$ cat src/rtl/cpu_pkg.sv
// cpu_pkg: shared types and helpers for the data-memory responder.
// Default data width, responder FSM encoding and even-parity helper.
package cpu_pkg;

  localparam int DMEM_DATA_WIDTH = 8;

  typedef enum logic [1:0] {
    CLEAR = 2'd0,
    IDLE  = 2'd1,
    WAIT  = 2'd2,
    RESP  = 2'd3
  } dmem_state_t;

  // XOR of all bits; storing it makes the word's total parity even.
  function automatic logic even_par(input logic [63:0] d);
    return ^d;
  endfunction

endpackage

$ cat src/rtl/data_mem_resp_if.sv
// data_mem_resp_if: request/response channels between mem_access and
// the data-memory responder (master = initiator, slave = responder).
interface data_mem_resp_if
  import cpu_pkg::*;
#(
  parameter int DATA_WIDTH = DMEM_DATA_WIDTH,
  parameter int ADDR_WIDTH = 4
);

  logic                  req_valid;
  logic                  req_ready;
  logic                  req_we;
  logic [ADDR_WIDTH-1:0] req_addr;
  logic [DATA_WIDTH-1:0] req_wdata;
  logic                  rsp_valid;
  logic                  rsp_ready;
  logic [DATA_WIDTH-1:0] rsp_rdata;
  logic                  rsp_err;

  modport master (
    output req_valid, req_we, req_addr, req_wdata, rsp_ready,
    input  req_ready, rsp_valid, rsp_rdata, rsp_err
  );

  modport slave (
    input  req_valid, req_we, req_addr, req_wdata, rsp_ready,
    output req_ready, rsp_valid, rsp_rdata, rsp_err
  );

endinterface

$ cat src/rtl/dmem_array.sv
// dmem_array: data storage, one write port and a registered read port.
// MEM_PARITY_EN adds a stored even-parity bit checked on every load.
module dmem_array
  import cpu_pkg::*;
#(
  parameter int DATA_WIDTH = DMEM_DATA_WIDTH,
  parameter int ADDR_WIDTH = 4,
  parameter int DEPTH      = 16
) (
  input  logic                  clk,
  input  logic                  rst,
  input  logic                  en,
  input  logic                  we,
  input  logic [ADDR_WIDTH-1:0] addr,
  input  logic [DATA_WIDTH-1:0] wdata,
  output logic [DATA_WIDTH-1:0] rdata,
  output logic                  perr
);

`ifdef MEM_PARITY_EN
  localparam int WW = DATA_WIDTH + 1;
`else
  localparam int WW = DATA_WIDTH;
`endif

  logic [WW-1:0] mem [DEPTH];
  logic [WW-1:0] wword;
  logic [WW-1:0] rword;
  logic          rbad;

  assign rword = mem[addr];

  // Build the stored word, with parity bit on top when enabled.
  always_comb begin
`ifdef MEM_PARITY_EN
    wword = {even_par(64'(wdata)), wdata};
`else
    wword = wdata;
`endif
  end

  // Parity check of the addressed word.
  always_comb begin
`ifdef MEM_PARITY_EN
    rbad = ^rword;
`else
    rbad = 1'b0;
`endif
  end

  // Storage write port; contents are cleared by the owner after reset.
  always_ff @(posedge clk) begin
    if (en && we) mem[addr] <= wword;
  end

  // Registered read port; stores echo their own data.
  always_ff @(posedge clk or negedge rst) begin
    if (!rst) begin
      rdata <= '0;
      perr  <= 1'b0;
    end else if (en) begin
      if (we) begin
        rdata <= wdata;
        perr  <= 1'b0;
      end else begin
        rdata <= rword[DATA_WIDTH-1:0];
        perr  <= rbad;
      end
    end
  end

endmodule

$ cat src/rtl/data_mem_resp.sv
// data_mem_resp: load/store responder with post-reset clear and wait states.
// Optional stored parity under MEM_PARITY_EN (see dmem_array).
module data_mem_resp
  import cpu_pkg::*;
#(
  parameter int DATA_WIDTH  = DMEM_DATA_WIDTH,
  parameter int ADDR_WIDTH  = 4,
  parameter int DEPTH       = 16,
  parameter int WAIT_STATES = 1
) (
  input  logic           clk,
  input  logic           rst,
  data_mem_resp_if.slave bus,
  output logic           init_busy
);

  localparam bit NO_WAIT = (WAIT_STATES == 0);
  localparam logic [ADDR_WIDTH-1:0] LAST = ADDR_WIDTH'(DEPTH - 1);
  localparam logic [3:0] WS_LOAD = 4'(WAIT_STATES - 1);

  dmem_state_t state;
  dmem_state_t state_nx;

  logic [ADDR_WIDTH-1:0] clr_cnt;
  logic [3:0]            wait_cnt;
  logic                  we_q;
  logic [ADDR_WIDTH-1:0] addr_q;
  logic [DATA_WIDTH-1:0] wdata_q;
  logic                  oor_q;

  logic                  accept;
  logic                  access;
  logic                  in_range;
  logic                  cur_we;
  logic [ADDR_WIDTH-1:0] cur_addr;
  logic [DATA_WIDTH-1:0] cur_wdata;

  logic                  arr_en;
  logic                  arr_we;
  logic [ADDR_WIDTH-1:0] arr_addr;
  logic [DATA_WIDTH-1:0] arr_wdata;
  logic [DATA_WIDTH-1:0] arr_rdata;
  logic                  arr_perr;

  assign accept = bus.req_valid & bus.req_ready;

  // With no wait states the access uses the request as it is accepted.
  assign cur_we    = NO_WAIT ? bus.req_we    : we_q;
  assign cur_addr  = NO_WAIT ? bus.req_addr  : addr_q;
  assign cur_wdata = NO_WAIT ? bus.req_wdata : wdata_q;

  assign in_range = 32'(cur_addr) < DEPTH;

  assign access = (state == WAIT && wait_cnt == 4'd0) ||
                  (NO_WAIT && accept);

  // State register.
  always_ff @(posedge clk or negedge rst) begin
    if (!rst) state <= CLEAR;
    else      state <= state_nx;
  end

  // Next-state logic.
  always_comb begin
    state_nx = state;
    unique case (state)
      CLEAR: if (clr_cnt == LAST) state_nx = IDLE;
      IDLE:  if (accept) state_nx = NO_WAIT ? RESP : WAIT;
      WAIT:  if (wait_cnt == 4'd0) state_nx = RESP;
      RESP: begin
        if (bus.rsp_ready) begin
          if (accept) state_nx = NO_WAIT ? RESP : WAIT;
          else        state_nx = IDLE;
        end
      end
      default: state_nx = CLEAR;
    endcase
  end

  // Handshake outputs decoded from state.
  always_comb begin
    bus.req_ready = 1'b0;
    bus.rsp_valid = 1'b0;
    init_busy     = 1'b0;
    unique case (state)
      CLEAR: init_busy = 1'b1;
      IDLE:  bus.req_ready = 1'b1;
      RESP: begin
        bus.rsp_valid = 1'b1;
        bus.req_ready = bus.rsp_ready;
      end
      default: ;
    endcase
  end

  assign bus.rsp_rdata = oor_q ? '0 : arr_rdata;
  assign bus.rsp_err   = oor_q | arr_perr;

  // Storage port: clear sweep during CLEAR, else the pending access.
  always_comb begin
    arr_en    = access & in_range;
    arr_we    = cur_we;
    arr_addr  = cur_addr;
    arr_wdata = cur_wdata;
    if (state == CLEAR) begin
      arr_en    = 1'b1;
      arr_we    = 1'b1;
      arr_addr  = clr_cnt;
      arr_wdata = '0;
    end
  end

  // Clear counter, request capture, wait counter, range flag.
  always_ff @(posedge clk or negedge rst) begin
    if (!rst) begin
      clr_cnt  <= '0;
      wait_cnt <= '0;
      we_q     <= 1'b0;
      addr_q   <= '0;
      wdata_q  <= '0;
      oor_q    <= 1'b0;
    end else begin
      if (state == CLEAR) clr_cnt <= clr_cnt + ADDR_WIDTH'(1);
      if (accept) begin
        we_q     <= bus.req_we;
        addr_q   <= bus.req_addr;
        wdata_q  <= bus.req_wdata;
        wait_cnt <= WS_LOAD;
      end else if (state == WAIT) begin
        wait_cnt <= wait_cnt - 4'd1;
      end
      if (access) oor_q <= ~in_range;
    end
  end

  dmem_array #(
    .DATA_WIDTH (DATA_WIDTH),
    .ADDR_WIDTH (ADDR_WIDTH),
    .DEPTH      (DEPTH)
  ) u_arr (
    .clk   (clk),
    .rst   (rst),
    .en    (arr_en),
    .we    (arr_we),
    .addr  (arr_addr),
    .wdata (arr_wdata),
    .rdata (arr_rdata),
    .perr  (arr_perr)
  );

endmodule

$ cat src/flat_wrapper.sv
// flat-port wrapper written by rule: the top's interface ports become plain ports
module data_mem_resp_flat import cpu_pkg::*;
#(
  parameter int DATA_WIDTH  = DMEM_DATA_WIDTH,
  parameter int ADDR_WIDTH  = 4,
  parameter int DEPTH       = 16,
  parameter int WAIT_STATES = 1
)
  (clk, rst, init_busy, bus_req_valid, bus_req_we, bus_req_addr, bus_req_wdata, bus_rsp_ready, bus_req_ready, bus_rsp_valid, bus_rsp_rdata, bus_rsp_err);
  data_mem_resp_if #(.DATA_WIDTH(DATA_WIDTH), .ADDR_WIDTH(ADDR_WIDTH)) bus_i ();
  input  logic clk;
  input  logic rst;
  output logic init_busy;
  input wire logic [$bits(bus_i.req_valid)-1:0] bus_req_valid;
  input wire logic [$bits(bus_i.req_we)-1:0] bus_req_we;
  input wire logic [$bits(bus_i.req_addr)-1:0] bus_req_addr;
  input wire logic [$bits(bus_i.req_wdata)-1:0] bus_req_wdata;
  input wire logic [$bits(bus_i.rsp_ready)-1:0] bus_rsp_ready;
  output wire logic [$bits(bus_i.req_ready)-1:0] bus_req_ready;
  output wire logic [$bits(bus_i.rsp_valid)-1:0] bus_rsp_valid;
  output wire logic [$bits(bus_i.rsp_rdata)-1:0] bus_rsp_rdata;
  output wire logic [$bits(bus_i.rsp_err)-1:0] bus_rsp_err;
  assign bus_i.req_valid = bus_req_valid;
  assign bus_i.req_we = bus_req_we;
  assign bus_i.req_addr = bus_req_addr;
  assign bus_i.req_wdata = bus_req_wdata;
  assign bus_i.rsp_ready = bus_rsp_ready;
  assign bus_req_ready = bus_i.req_ready;
  assign bus_rsp_valid = bus_i.rsp_valid;
  assign bus_rsp_rdata = bus_i.rsp_rdata;
  assign bus_rsp_err = bus_i.rsp_err;
  data_mem_resp #(.DATA_WIDTH(DATA_WIDTH), .ADDR_WIDTH(ADDR_WIDTH), .DEPTH(DEPTH), .WAIT_STATES(WAIT_STATES)) u_core (.clk(clk), .rst(rst), .bus(bus_i), .init_busy(init_busy));
endmodule
$ cat config.mk
export PLATFORM = sky130hd
export DESIGN_NAME = data_mem_resp_flat
export DESIGN_NICKNAME = d
export VERILOG_FILES = /design/src/rtl/cpu_pkg.sv /design/src/rtl/data_mem_resp_if.sv /design/src/rtl/dmem_array.sv /design/src/rtl/data_mem_resp.sv /design/src/flat_wrapper.sv
export SDC_FILE = /design/constraint.sdc
export NUM_CORES = 1
export LEC_CHECK = 0
export CAP_MARGIN = 10
export CELL_PAD_IN_SITES_DETAIL_PLACEMENT = 0
export CELL_PAD_IN_SITES_GLOBAL_PLACEMENT = 1
export CORE_UTILIZATION = 35
export DETAILED_ROUTE_END_ITERATION = 7
export HOLD_SLACK_MARGIN = 0.08
export MAX_ROUTING_LAYER = met4
export PLACE_DENSITY = 0.69
export REMOVE_ABC_BUFFERS = 1
export SKIP_LAST_GASP = 1
export SLEW_MARGIN = 20
export SYNTH_ARGS = -nofsm -noshare
export SYNTH_HDL_FRONTEND = slang
export SYNTH_SLANG_ARGS = --single-unit
$ cat constraint.sdc
create_clock -name clk -period 3.4 [get_ports clk]
set_input_delay 0.68 -clock clk [delete_from_list [all_inputs] [get_ports clk]]
set_output_delay 0.68 -clock clk [all_outputs]
set_load 0.01 [all_outputs]
==> results.json <==
{
  "path_delay_family": "buffers and inverters",
  "drive_above_1_share_pct": 19.7,
  "required_ps": 2720,
  "cts_root_buffer": "clkbuf_16",
  "ir_worst_vdd_v": 0.000438,
  "wl_per_cell_um": 19.5,
  "n_fill_cell": 1594,
  "clkSlewWorstSetupHoldPaths_ps": 60,
  "core-area_um2": 18000,
  "cts_tree": "done",
  "setup_viol": 0,
  "period_needed_ps": 2690,
  "fp.dieH_um": 137,
  "cp_data_arrival_time_ps": 2010,
  "max_stage_delay_ps": 590,
  "gp_congestion": 0.814,
  "antenna_found_initial": 0,
  "drc_errors": 0,
  "die-area_um2": 18800,
  "first_pass_iters": 5,
  "antenna_cells": 0,
  "io_buffers": 27,
  "path_class": "flip-flop to primary output",
  "synth_edf_count": 128,
  "h-tree-depth": 4,
  "hold_class": "flip-flop to flip-flop",
  "worst_pin_slew_ps": 742,
  "cts_sinks": 159,
  "cp-end-kind": "primary output",
  "start_kind": "flip-flop",
  "multi_input_area_um2": 1570,
  "relSlewSlack_pct": 50.4,
  "status": "completed",
  "crit_slowest_cell": "clkdlybuf4s50_1",
  "grt_pass1_wl_mm": 21.8,
  "synth_flop_cell": "edfxtp_1",
  "ant_nets": 0,
  "pin_count": 29,
  "crit_chain": "or2_1 > inv_4 > clkdlybuf4s50_1",
  "seq_area_um2": 4620,
  "syn_area_um2": 6400,
  "rsz0062_at_grt": "false",
  "post_cts_resized": 0,
  "cts_setup_buffers": 0,
  "fin_ws_ps": 707,
  "power.density_nw_per_um2": 1030,
  "rrSetupSlack_ps": 810,
  "start_util_pct": 35.6,
  "setup_tns_ps": 0,
  "cts_buffers": 17,
  "grt_usage_pct": 16.6,
  "drt_iter0_drc": 408,
  "synth.distinct_cells": 43,
  "async_reset_ff_share_pct": 19.5,
  "synth_warnings": 0,
  "cts_hold_buf": 0,
  "die-width_um": 137,
  "crit_fanout": 12,
  "syn_area_per_cell_um2": 15.1,
  "cap_violations": 0,
  "fin_crit_sh_pct": 79.2,
  "cp_num_buf_inv": 2,
  "dpl_worst_slack_ps": 764,
  "final_common_cell": "edfxtp_1",
  "whs_ps": 501,
  "grt_max_degree": 32,
  "final_cell_mix": "128 x edfxtp_1, 58 x a22oi_1, 35 x nor2_1",
  "fmax_mhz": 371,
  "cts_buffer_depth": 2,
  "via_per_inst": 5.22,
  "area_growth_pct": 20.0,
  "slew_viol_final": 0,
  "routed_wl_mm": 14.0,
  "ys_ff_latch": 159,
  "grt_pass1_vias": 3939,
  "grt-ovfl-total": 0,
  "finClkSkew_ps": 6.30,
  "rows": 49,
  "layout.nets": 494,
  "syn-instance-count": 423,
  "p_leak_nw": 2.61,
  "dp_hpwl_mm": 9.15,
  "vias": 3740,
  "hold_viol_final": 0,
  "ys_seq_area_share_pct": 72.1,
  "final_util_pct": 42.8,
  "clk_latency_ps": 430
}
routing by layer:
metal / track usage [%] / part of all wire, %
met1: 20.6 / 45
met2: 25.8 / 48
met3: 4.05 / 4.5
met4: 7.33 / 2.3
met5: - / 0
layout make-up:
| type | instances | area share [%] |
|---|---|---|
| clock inverters | 15 | 3.14 |
| multi-input cells | 230 | 20.5 |
| clock buffers | 17 | 5.53 |
| repair buffers | 59 | 6.64 |
| flip-flops and latches | 159 | 60.1 |
| inverters | 7 | 0.374 |
| well taps | 229 | 3.73 |
where the power goes:
| group | total, mW | switching [mW] | internal (mW) |
|---|---|---|---|
| Combinational | 2.83 | 1.78 | 1.05 |
| Sequential | 2.98 | 0.222 | 2.75 |
| Clock | 2.13 | 0.760 | 1.37 |
| Total | 7.94 | 2.76 | 5.18 |
synthesized netlist by cell type (2+ instances only):
library cell / instances / area share (%)
or4b_4: 2 / 0.43
nand2b_1: 2 / 0.20
buf_4: 5 / 0.59
and2_1: 11 / 1.1
nor3b_1: 2 / 0.23
nor2b_1: 3 / 0.29
nor2_1: 35 / 2.1
xnor2_1: 4 / 0.55
inv_1: 6 / 0.35
ha_1: 3 / 0.59
o21ai_0: 2 / 0.16
buf_6: 4 / 0.70
xor2_1: 2 / 0.27
a22oi_1: 58 / 6.8
a21oi_1: 30 / 2.3
nor4_1: 8 / 0.78
nand2_1: 16 / 0.94
a31oi_1: 4 / 0.39
buf_1: 2 / 0.12
clkbuf_1: 4 / 0.23
mux2_2: 13 / 2.3
dfrtp_1: 31 / 12
a221oi_1: 6 / 0.82
a22oi_2: 6 / 1.2
buf_8: 2 / 0.47
nor3_1: 3 / 0.23
a21oi_2: 6 / 0.82
o21ai_4: 2 / 0.51
edfxtp_1: 128 / 60
buf_2: 10 / 0.78
metrics by stage:
step           total power, mW  std cells  cell area, µm²
6_report                  7.94        716            7690
3_5_place_dp              5.86        684            7020
2_1_floorplan             4.68        396            6220
4_1_cts                   8.00        716            7690
3_3_place_gp              5.79        684            7020
5_1_grt                   8.36        716            7690
worst paths after layout:
| kind | from | to | depth (start not counted) |
|---|---|---|---|
| worst max-delay path | u_core.state[1] | init_busy | 3 |
| worst min-delay path | u_core.cur_wdata[0] | u_core.cur_wdata[0] | 1 |
| worst max register to register | u_core.state[1] | u_core.u_arr.mem[11][7] | 6 |
| worst min register to register | u_core.cur_wdata[0] | u_core.cur_wdata[0] | 1 |
| max in group asynchronous | rst | u_core.u_arr.rdata[2] | 2 |
| min in group asynchronous | rst | u_core.wait_cnt[0] | 2 |
state kept, by name, summed over array words and instances (netlist names):
| register | cells |
|---|---|
| u_core.wait_cnt | 4 |
| u_core.clr_cnt | 4 |
| u_core.u_arr.mem | 128 |
| u_core.u_arr.rdata | 8 |
| u_core.addr_q | 4 |
| u_core.cur_wdata | 8 |
| u_core.state | 2 |
| u_core.cur_we | 1 |
logic make-up (layout without fill, tap and decap cells):
logic type | Yosys count | count (layout) | share of synthesized area, %
adders and majority gates | 3 | 3 | 0.586
AOI/OAI and AO/OA | 120 | 120 | 13.9
and+or+nand+nor | 86 | 86 | 6.68
muxes | 14 | 14 | 2.44
buffers and inverters | 34 | 98 | 3.34
xor gates and xnor gates | 6 | 6 | 0.821
DFF | 159 | 159 | 72.1
other | 1 | 1 | 0.0586
worst register-to-register path: stages (launching register included):
cell	delay [ps]
dfrtp_1	500
or2_1	320
buf_4	200
o21ai_2	180
buf_4	240
nand2_1	160
nor2_1	610
(Power assumes the default switching activity.)
